==> config.mk <==
export PLATFORM = sky130hd
export DESIGN_NAME = spi_cfg_master
export DESIGN_NICKNAME = d
export VERILOG_FILES = /design/src/rtl/spi_cfg_pkg.sv /design/src/rtl/spi_sck_gen.sv /design/src/rtl/spi_cfg_master.sv
export SDC_FILE = /design/constraint.sdc
export NUM_CORES = 1
export LEC_CHECK = 0
export CORE_MARGIN = 4
export CORE_UTILIZATION = 23
export CTS_CLUSTER_SIZE = 14
export DETAILED_ROUTE_END_ITERATION = 10
export GPL_TIMING_DRIVEN = 0
export PLACE_DENSITY_LB_ADDON = 0.2
export SLEW_MARGIN = 25
export SYNTH_ARGS = -nofsm -noshare
export SYNTH_HDL_FRONTEND = slang
export SYNTH_HIERARCHICAL = 1
export SYNTH_SLANG_ARGS = --single-unit
==> constraint.sdc <==
create_clock -name CLK -period 2.25 [get_ports CLK]
set_input_delay 0.225 -clock CLK [delete_from_list [all_inputs] [get_ports CLK]]
set_output_delay 0.225 -clock CLK [all_outputs]
set_load 0.01 [all_outputs]
==> src/rtl/spi_cfg_pkg.sv <==
// Shared types and constants for the SPI configuration master.
// Latency: none (declarations only).
// Backpressure: n/a.
// Contents: frame/field widths and the master FSM state encoding.
package spi_cfg_pkg;

  localparam int FRAME_BITS = 48;
  localparam int ADDR_BITS  = 16;
  localparam int DATA_BITS  = 32;

  typedef enum logic [1:0] {
    IDLE     = 2'd0,
    WAIT_RDY = 2'd1,
    SHIFT    = 2'd2,
    GAP      = 2'd3
  } state_t;

endpackage

==> src/rtl/spi_sck_gen.sv <==
// SCK phase timer: splits each bit into a low phase then a high phase of HALF_PERIOD clocks.
// Latency: strobes are combinational from the phase counter; counter restarts the cycle i_en rises.
// Backpressure: none; i_en low holds the timer at the start of a low phase.
// Ports: i_clk/i_rst_n clock and async active-low reset; i_en run enable;
//        o_sck_rise (last low-phase cycle), o_sck_fall (last high-phase cycle),
//        o_bit_start (first low-phase cycle).
module spi_sck_gen #(
  parameter int HALF_PERIOD = 4
) (
  input  logic i_clk,
  input  logic i_rst_n,
  input  logic i_en,
  output logic o_sck_rise,
  output logic o_sck_fall,
  output logic o_bit_start
);

  localparam int PW = $clog2(HALF_PERIOD + 1);
  localparam logic [PW-1:0] LAST = PW'(HALF_PERIOD - 1);

  logic [PW-1:0] r_phase;
  logic          r_high;
  logic          w_last;

  assign w_last = (r_phase == LAST);

  always_ff @(posedge i_clk or negedge i_rst_n) begin
    if (!i_rst_n) begin
      r_phase <= '0;
      r_high  <= 1'b0;
    end else if (!i_en) begin
      r_phase <= '0;
      r_high  <= 1'b0;
    end else if (w_last) begin
      r_phase <= '0;
      r_high  <= ~r_high;
    end else begin
      r_phase <= r_phase + PW'(1);
    end
  end

  assign o_sck_rise  = i_en & ~r_high & w_last;
  assign o_sck_fall  = i_en &  r_high & w_last;
  assign o_bit_start = i_en & ~r_high & (r_phase == '0);

endmodule

==> src/rtl/spi_cfg_master.sv <==
// SPI master: sends {addr,wdata} as a 48-bit MSB-first frame, returns the 32 data-phase MISO bits.
// Latency: RSP_VALID 96*HALF_PERIOD+1 cycles after accept; ready again GAP_CYCLES+1 cycles later.
// Backpressure: CMD_READY low from the cycle after accept until the inter-frame gap ends.
// Ports: CLK, RST_N (async active-low); CMD_VALID/CMD_READY/CMD_ADDR/CMD_WDATA command;
//        RSP_VALID/RSP_RDATA response; BUSY; SCK/MOSI/MISO serial; SPI_RDY chip ready.
// Option: define SPI_CFG_MASTER_RDY_WAIT_EN to hold each frame in WAIT_RDY until SPI_RDY
//         (2-flop synchronised) is high; otherwise SPI_RDY is ignored.
module spi_cfg_master
  import spi_cfg_pkg::*;
#(
  parameter int HALF_PERIOD = 4,
  parameter int GAP_CYCLES  = 8
) (
  input  logic                 CLK,
  input  logic                 RST_N,
  input  logic                 CMD_VALID,
  output logic                 CMD_READY,
  input  logic [ADDR_BITS-1:0] CMD_ADDR,
  input  logic [DATA_BITS-1:0] CMD_WDATA,
  output logic                 RSP_VALID,
  output logic [DATA_BITS-1:0] RSP_RDATA,
  output logic                 BUSY,
  output logic                 SCK,
  output logic                 MOSI,
  input  logic                 MISO,
  input  logic                 SPI_RDY
);

  localparam logic [5:0] BIT_FIRST = 6'(FRAME_BITS - 1);
  localparam logic [7:0] GAP_LAST  = 8'(GAP_CYCLES);

  state_t                  r_state, w_next;
  logic                    r_rdy, r_sck, r_vld, r_last;
  logic [5:0]              r_bit;
  logic [7:0]              r_gap;
  logic [FRAME_BITS-1:0]   r_tx;
  logic [DATA_BITS-2:0]    r_rx;
  logic [DATA_BITS-1:0]    r_rdata;
  logic                    w_accept, w_shift, w_rise, w_fall, w_bit_start, w_done;

  assign w_accept = CMD_VALID & r_rdy;
  assign w_shift  = (r_state == SHIFT);
  // r_last is settled at the start of bit 0, so the final falling edge closes the frame.
  assign w_done   = w_fall & r_last;

`ifdef SPI_CFG_MASTER_RDY_WAIT_EN
  logic r_rdy_s1, r_rdy_s2;
  always_ff @(posedge CLK or negedge RST_N) begin
    if (!RST_N) begin
      r_rdy_s1 <= 1'b0;
      r_rdy_s2 <= 1'b0;
    end else begin
      r_rdy_s1 <= SPI_RDY;
      r_rdy_s2 <= r_rdy_s1;
    end
  end
`else
  logic w_unused_rdy;
  assign w_unused_rdy = SPI_RDY;
`endif

  spi_sck_gen #(.HALF_PERIOD(HALF_PERIOD)) u_sck_gen (
    .i_clk       (CLK),
    .i_rst_n     (RST_N),
    .i_en        (w_shift),
    .o_sck_rise  (w_rise),
    .o_sck_fall  (w_fall),
    .o_bit_start (w_bit_start)
  );

  always_ff @(posedge CLK or negedge RST_N) begin
    if (!RST_N) r_state <= IDLE;
    else        r_state <= w_next;
  end

  always_comb begin
    w_next = r_state;
    case (r_state)
      IDLE: begin
        if (w_accept) begin
`ifdef SPI_CFG_MASTER_RDY_WAIT_EN
          w_next = WAIT_RDY;
`else
          w_next = SHIFT;
`endif
        end
      end
      WAIT_RDY: begin
`ifdef SPI_CFG_MASTER_RDY_WAIT_EN
        if (r_rdy_s2) w_next = SHIFT;
`else
        w_next = IDLE;
`endif
      end
      SHIFT:   if (w_done) w_next = GAP;
      GAP:     if (r_gap == GAP_LAST) w_next = IDLE;
      default: w_next = IDLE;
    endcase
  end

  always_ff @(posedge CLK or negedge RST_N) begin
    if (!RST_N) begin
      r_rdy   <= 1'b0;
      r_sck   <= 1'b0;
      r_vld   <= 1'b0;
      r_last  <= 1'b0;
      r_bit   <= '0;
      r_gap   <= '0;
      r_tx    <= '0;
      r_rx    <= '0;
      r_rdata <= '0;
    end else begin
      r_rdy <= (w_next == IDLE);
      r_vld <= 1'b0;
      case (r_state)
        IDLE: begin
          if (w_accept) begin
            r_tx   <= {CMD_ADDR, CMD_WDATA};
            r_bit  <= BIT_FIRST;
            r_last <= 1'b0;
          end
        end
        SHIFT: begin
          if (w_bit_start) r_last <= (r_bit == 6'd0);
          if (w_rise) r_sck <= 1'b1;
          if (w_fall) begin
            r_sck <= 1'b0;
            r_tx  <= {r_tx[FRAME_BITS-2:0], 1'b0};
            // Only the newest 32 samples survive, i.e. the data phase.
            r_rx  <= {r_rx[DATA_BITS-3:0], MISO};
            if (r_last) begin
              r_rdata <= {r_rx, MISO};
              r_vld   <= 1'b1;
              r_gap   <= '0;
            end else begin
              r_bit <= r_bit - 6'd1;
            end
          end
        end
        GAP:     r_gap <= r_gap + 8'd1;
        default: ;
      endcase
    end
  end

  assign CMD_READY = r_rdy;
  assign RSP_VALID = r_vld;
  assign RSP_RDATA = r_rdata;
  assign BUSY      = (r_state != IDLE);
  assign SCK       = r_sck;
  // Combinational from state so MOSI drops with the async reset and outside SHIFT.
  assign MOSI      = w_shift & r_tx[FRAME_BITS-1];

endmodule

-- After elaboration in Yosys (flattened, before gate mapping)
Index checks and enable logic that the tools add are counted.
W data, S select, Z words.
- word-level logic and storage cells: 76
- bits of input ports: 53
- register bits: 135
- add/sub/neg operators: 3
- reductions and logical operators: 15
- bitwise logic cells: 9
- equality and inequality tests: 11
- mux-type cells: 26
- operators with widths (cell ; count):
    $mux W48 ; 2
    $pmux W48 S2 ; 1
    $mux W6 ; 3
    $mux W8 ; 2
    $pmux W8 S2 ; 1
    $ne A2 B2 Y1 const B ; 6
    $pmux W6 S2 ; 1
    $reduce_and A3 Y1 ; 4
    $mux W1 ; 9
    $add A8 B1 Y8 const B ; 1
    $and A1 B1 Y1 ; 8
    $eq A8 B4 Y1 const B ; 1
    $pmux W2 S4 ; 1
    $reduce_bool A2 Y1 ; 4
    $logic_not A6 Y1 ; 1
    $mux W2 ; 3
    $mux W3 ; 2
    $sub A6 B1 Y6 const B ; 1
    $eq A2 B2 Y1 const B ; 2
    $logic_not A2 Y1 ; 2
    $reduce_and A2 Y1 ; 2
    $reduce_and A4 Y1 ; 1
    $add A3 B1 Y3 const B ; 1
    $eq A3 B2 Y1 const B ; 1
    4 further kinds ; 4

-- Depth between registers and ports, before layout
- depth after elaboration: 7
- mapped depth: 10

-- Cells and area by module
Netlist, hierarchy kept.
- modules (own cells, without submodules) (module ; area each (sq um) ; times used ; cells an instance ; sequential area each (sq um)):
    spi_cfg_master ; 5749.3 ; 1 ; 396 ; 3278.1
    spi_sck_gen ; 210.2 ; 1 ; 21 ; 100.1

-- Least setup slack after synthesis
Ideal clock, no wire load.
- path kind: flip-flop to flip-flop
- start point: reg r_state[1]
- end point: reg r_tx[36]
- path buffers: 4
- arrival: 2005 ps
- slack: 120 ps
- required time: 2125 ps
- stages on the path, launching flop included: 11
- path through: dfrtp_1 > nor2b_1 > buf_4 > buf_6 > nand2_1 > nor2_1 > nand2_1 > a21oi_1 > buf_4 > buf_4 > mux2_2
- word-level cells in the longest chain between the ends: 5
- ends and longest elaborated chain (what ; line ; text):
    from (decl) ; spi_cfg_master.sv:32 ; state_t r_state, w_next;
    from (signal assigned) ; spi_cfg_master.sv:73 ; else r_state <= w_next;
    $eq A2 B2 Y1 ; spi_cfg_master.sv:42 ; assign w_shift = (r_state == SHIFT);
    net w_shift ; spi_cfg_master.sv:39 ; logic w_accept, w_shift, w_rise, w_fall, w_bit_start, w_done;
    $and A1 B1 Y1 (2 in series) ; spi_sck_gen.sv:43 ; assign o_sck_fall = i_en & r_high & w_last;
    net w_fall ; spi_cfg_master.sv:39 ;
    $ne A2 B2 Y1 (no line) ; -- ;
    $reduce_and A3 Y1 (no line) ; -- ;
    to (signal assigned) ; spi_cfg_master.sv:118 ; r_tx <= {CMD_ADDR, CMD_WDATA};
    to (signal assigned) ; spi_cfg_master.sv:128 ; r_tx <= {r_tx[FRAME_BITS-2:0], 1'b0};
    to (decl) ; spi_cfg_master.sv:36 ; logic [FRAME_BITS-1:0] r_tx;
The timed path passes the listed nets, and every way through them passes these cells.
A chain may end at the register's enable or synchronous reset.

-- Final worst setup path
- start point: reg r_state[1]
- end point: reg r_rdata[30] (netlist: RSP_RDATA[30])
- word-level cells in the longest chain between the ends: 4
- ends and longest elaborated chain (what ; line ; text):
    $eq A2 B2 Y1 ; spi_cfg_master.sv:42 ;
    $and A1 B1 Y1 (2 in series) ; spi_sck_gen.sv:43 ;
    net w_fall ; spi_cfg_master.sv:39 ;
    $reduce_and A3 Y1 (no line) ; -- ;
    to (signal assigned) ; spi_cfg_master.sv:132 ; r_rdata <= {r_rx, MISO};
    to (decl) ; spi_cfg_master.sv:38 ; logic [DATA_BITS-1:0] r_rdata;
The timed path passes the listed nets, and every way through them passes these cells.

==> results.py <==
metrics = {
    "critical_path": {
        "path_max_fanout": 10,
        "crit_path_end": "RSP_RDATA[30]$_DFFE_PN0P_",
        "worst_ep_required_time_ns": 2.54,
        "r2r-end": "RSP_RDATA[30]$_DFFE_PN0P_",
        "arrival_ns": 2.39,
        "cp-end-kind": "register",
        "rr_worst_depth": 8,
        "critPathLaunch": "r_state[1]$_DFF_PN0_",
        "start_kind": "register",
        "r2r_start": "r_state[1]$_DFF_PN0_",
        "critPathKind": "reg2reg",
        "r2r_setup_slack_ns": 0.15,
    },
    "yosys": {
        "ys_seq_area_share_pct": 56.7,
        "avgSynthCellArea_sq_um": 14.3,
        "synth_edf_count": 0,
        "yosys.area.top_type": "dfrtp_1",
        "syn_nets": 476,
        "ys_top_cells_by_count": "151 x mux2_2, 135 x dfrtp_1, 11 x buf_2, 11 x inv_1, 10 x nand3_1",
        "synth.area.top_cells": "dfrtp_1 57%, mux2_2 29%, ha_1 1.3%, buf_6 1.1%, mux2_1 1.1%",
        "synth_area_sq_um": 5960,
        "yosys_warnings": 6,
        "synth_ff_type": "dfrtp_1",
        "synth.top_cell.area_share_pct": 56.7,
        "netlist_instances": 417,
        "synthArstFlopShare_pct": 100,
        "synth.most_common_cell": "mux2_2",
        "synth_cell_types": 41,
        "ys_ff_latch": 135,
    },
    "drt": {
        "vias": 3674,
        "post_drt_wl_per_cell_microns": 14.6,
        "routed-wl-met2_mm": 5.66,
        "drt_first_pass_iters": 4,
        "route.top_layer_used": "met4",
        "drt-initial-drc-count": 108,
        "totalWireLength_mm": 12.8,
        "ant_nets": 0,
        "wl_met3_microns": 945,
        "drc": 0,
        "wl_met1_mm": 6.04,
        "vias_per_cell": 4.20,
    },
    "floorplan": {
        "fp.dieH_microns": 169,
        "core_area_sq_um": 25300,
        "die_w_microns": 169,
        "initial_utilization_pct": 23.5,
        "die_area_sq_um": 28600,
        "ios": 90,
        "std_cell_rows": 58,
    },
    "timing": {
        "finalClockSkew_ns": 0.0120,
        "setup_viol": 0,
        "fin_hold_ws_ns": 0.304,
        "final-max-slew-violation-count": 0,
        "timing.fmax_mhz": 477,
        "slew_headroom_pct": 70.8,
        "period_share_pct": 93.2,
        "finalHoldViolCount": 0,
        "rsz0062_at_grt": "false",
        "period_needed_ns": 2.10,
        "worst_slew_pin_slew_ns": 0.439,
    },
    "finish": {
        "drive_gt1_share_pct": 40.6,
        "area_growth_pct": 33.3,
        "antennaDiodeCount": 0,
        "fin_nets": 590,
        "fill_cells": 2544,
    },
    "pwr": {
        "p_leak_nw": 3.50,
        "p_per_area_nw_per_um2": 977,
        "vdd_drop_max_uv": 430,
        "p_total_mw": 7.76,
    },
    "global_route": {
        "grt_pass1_vias": 4013,
        "grt_pass1_wl_mm": 21.1,
        "antenna_found_initial": 0,
        "grt_max_degree": 85,
        "grt-ovfl-total": 0,
        "track_usage_pct": 9.27,
    },
    "place": {
        "dp_hpwl_mm": 8.66,
        "gp_congestion": 0.713,
        "port_buffers": 88,
    },
    "hold_path": {
        "hold_class": "in2async",
    },
    "clock_network": {
        "clk_pin_slew_ns": 0.06,
        "tritoncts": "built",
        "clkLatencyLatePin_ns": 0.42,
        "clockBufferDepth": 2,
        "cts_root_buffer": "clkbuf_16",
        "clock_sinks": 135,
        "cts_buffers": 17,
        "htreeDepth": 4,
    },
    "outcome": {
        "outcome": "finished, final reports clean",
    },
    "run": {
        "drv_cap": 0,
    },
}
## metal layers
layer  global-route usage [%]  up-vias
li1                         -     1725
met1                     12.1     1850
met2                     13.8       89
met3                     4.23       10
met4                     2.84        0
met5                        0        -
## cell usage in the layout (no fill, tap or decap), types with 3 or more instances in the layout
cell type and n:
nor2b_1 5, buf_6 9, o211ai_1 3, clkdlybuf4s50_1 87, clkbuf_16 17, nand3_1 10, buf_2 11, inv_6 5
ha_1 6, mux2_1 6, dfrtp_1 135, nand2_1 9, clkinv_4 3, nor3_1 4, mux2i_1 3, o31ai_1 4
inv_1 11, o21ai_0 4, a21oi_1 7, nor2_1 4, buf_4 6, mux2_2 151, clkinvlp_4 3
## report_power, final
group	switching (mW)	leakage [nW]	total, mW	internal [mW]
Clock	1.16	0.276	2.74	1.58
Sequential	0.285	1.74	3.26	2.98
Combinational	0.626	1.48	1.76	1.14
Total	2.07	3.50	7.76	5.69
## worst min path at each step
stage	depth (start not counted)	to	slack (ns)
6_report	2	r_tx[5]$_DFFE_PN0P_	0.30
3_5_place_dp	1	r_tx[5]$_DFFE_PN0P_	0.17
3_3_place_gp	1	u_sck_gen/r_phase[0]$_DFF_PN0_	0.45
4_1_cts	2	r_tx[5]$_DFFE_PN0P_	0.32
5_1_grt	2	r_tx[5]$_DFFE_PN0P_	0.34
2_1_floorplan	0	CMD_READY$_DFF_PN0_	-0.07
## flip-flops by register name (all words and copies together) (netlist names), 2 cells and up
register           count
RSP_RDATA             32
r_bit                  6
r_gap                  8
r_rx                  31
r_state                2
r_tx                  48
u_sck_gen/r_phase      3
## stage by stage
stage                     setup WS (ns)  util [%]  instance area (sq um)  setup TNS [ns]  std cells
after floorplan                   0.120         -                   5960               0        417
after global placement            -4.70      28.6                   7250         -649.24        835
after detailed placement         -0.409      28.8                   7290          -18.89        836
after CTS                        0.0305      31.2                   7910               0        869
after global routing             0.0145      31.4                   7940               0        874
final                             0.152      31.4                   7940               0        874
## cell families after synthesis
group                    count (synthesis)  share of synthesized area (%)
flip-flops                             135                           56.7
buffers and inverters                   34                           3.38
AND/OR/NAND/NOR                         57                           5.79
AO/OA/AOI/OAI                           25                           2.71
adder cells (fa/ha/maj)                  6                           1.26
multiplexers                           160                           30.2
## worst max-delay path, cell delays in order (launching register included)
cell	delay, ns
dfrtp_1	0.37
nor2b_2	0.21
buf_6	0.16
nand2_1	0.10
nor2_4	0.16
nand4b_1	0.23
buf_4	0.26
buf_6	0.16
mux2_1	0.31
## repair_timing
action                                  in CTS  in global routing
hold endpoints to repair                    51                  0
gates cloned                                 0                  1
hold buffers                                 1                  0
endpoints found under the setup margin     119                 63
buffers inserted                             1                  4
pin swaps                                    1                  0
resized for setup                            9                  1
## area by class of cell
class / count / area (sq um) / area share, %
clock buffer: 18 / 439 / 5.53
inverter: 12 / 45.0 / 0.567
multi-input combinational: 248 / 2400 / 30.2
tap: 330 / 413 / 5.20
sequential: 135 / 3380 / 42.5
timing repair buffer: 96 / 966 / 12.2
buffer: 21 / 163 / 2.05
clock inverter: 14 / 139 / 1.75
Note: power is estimated with default switching activity, not from simulation.
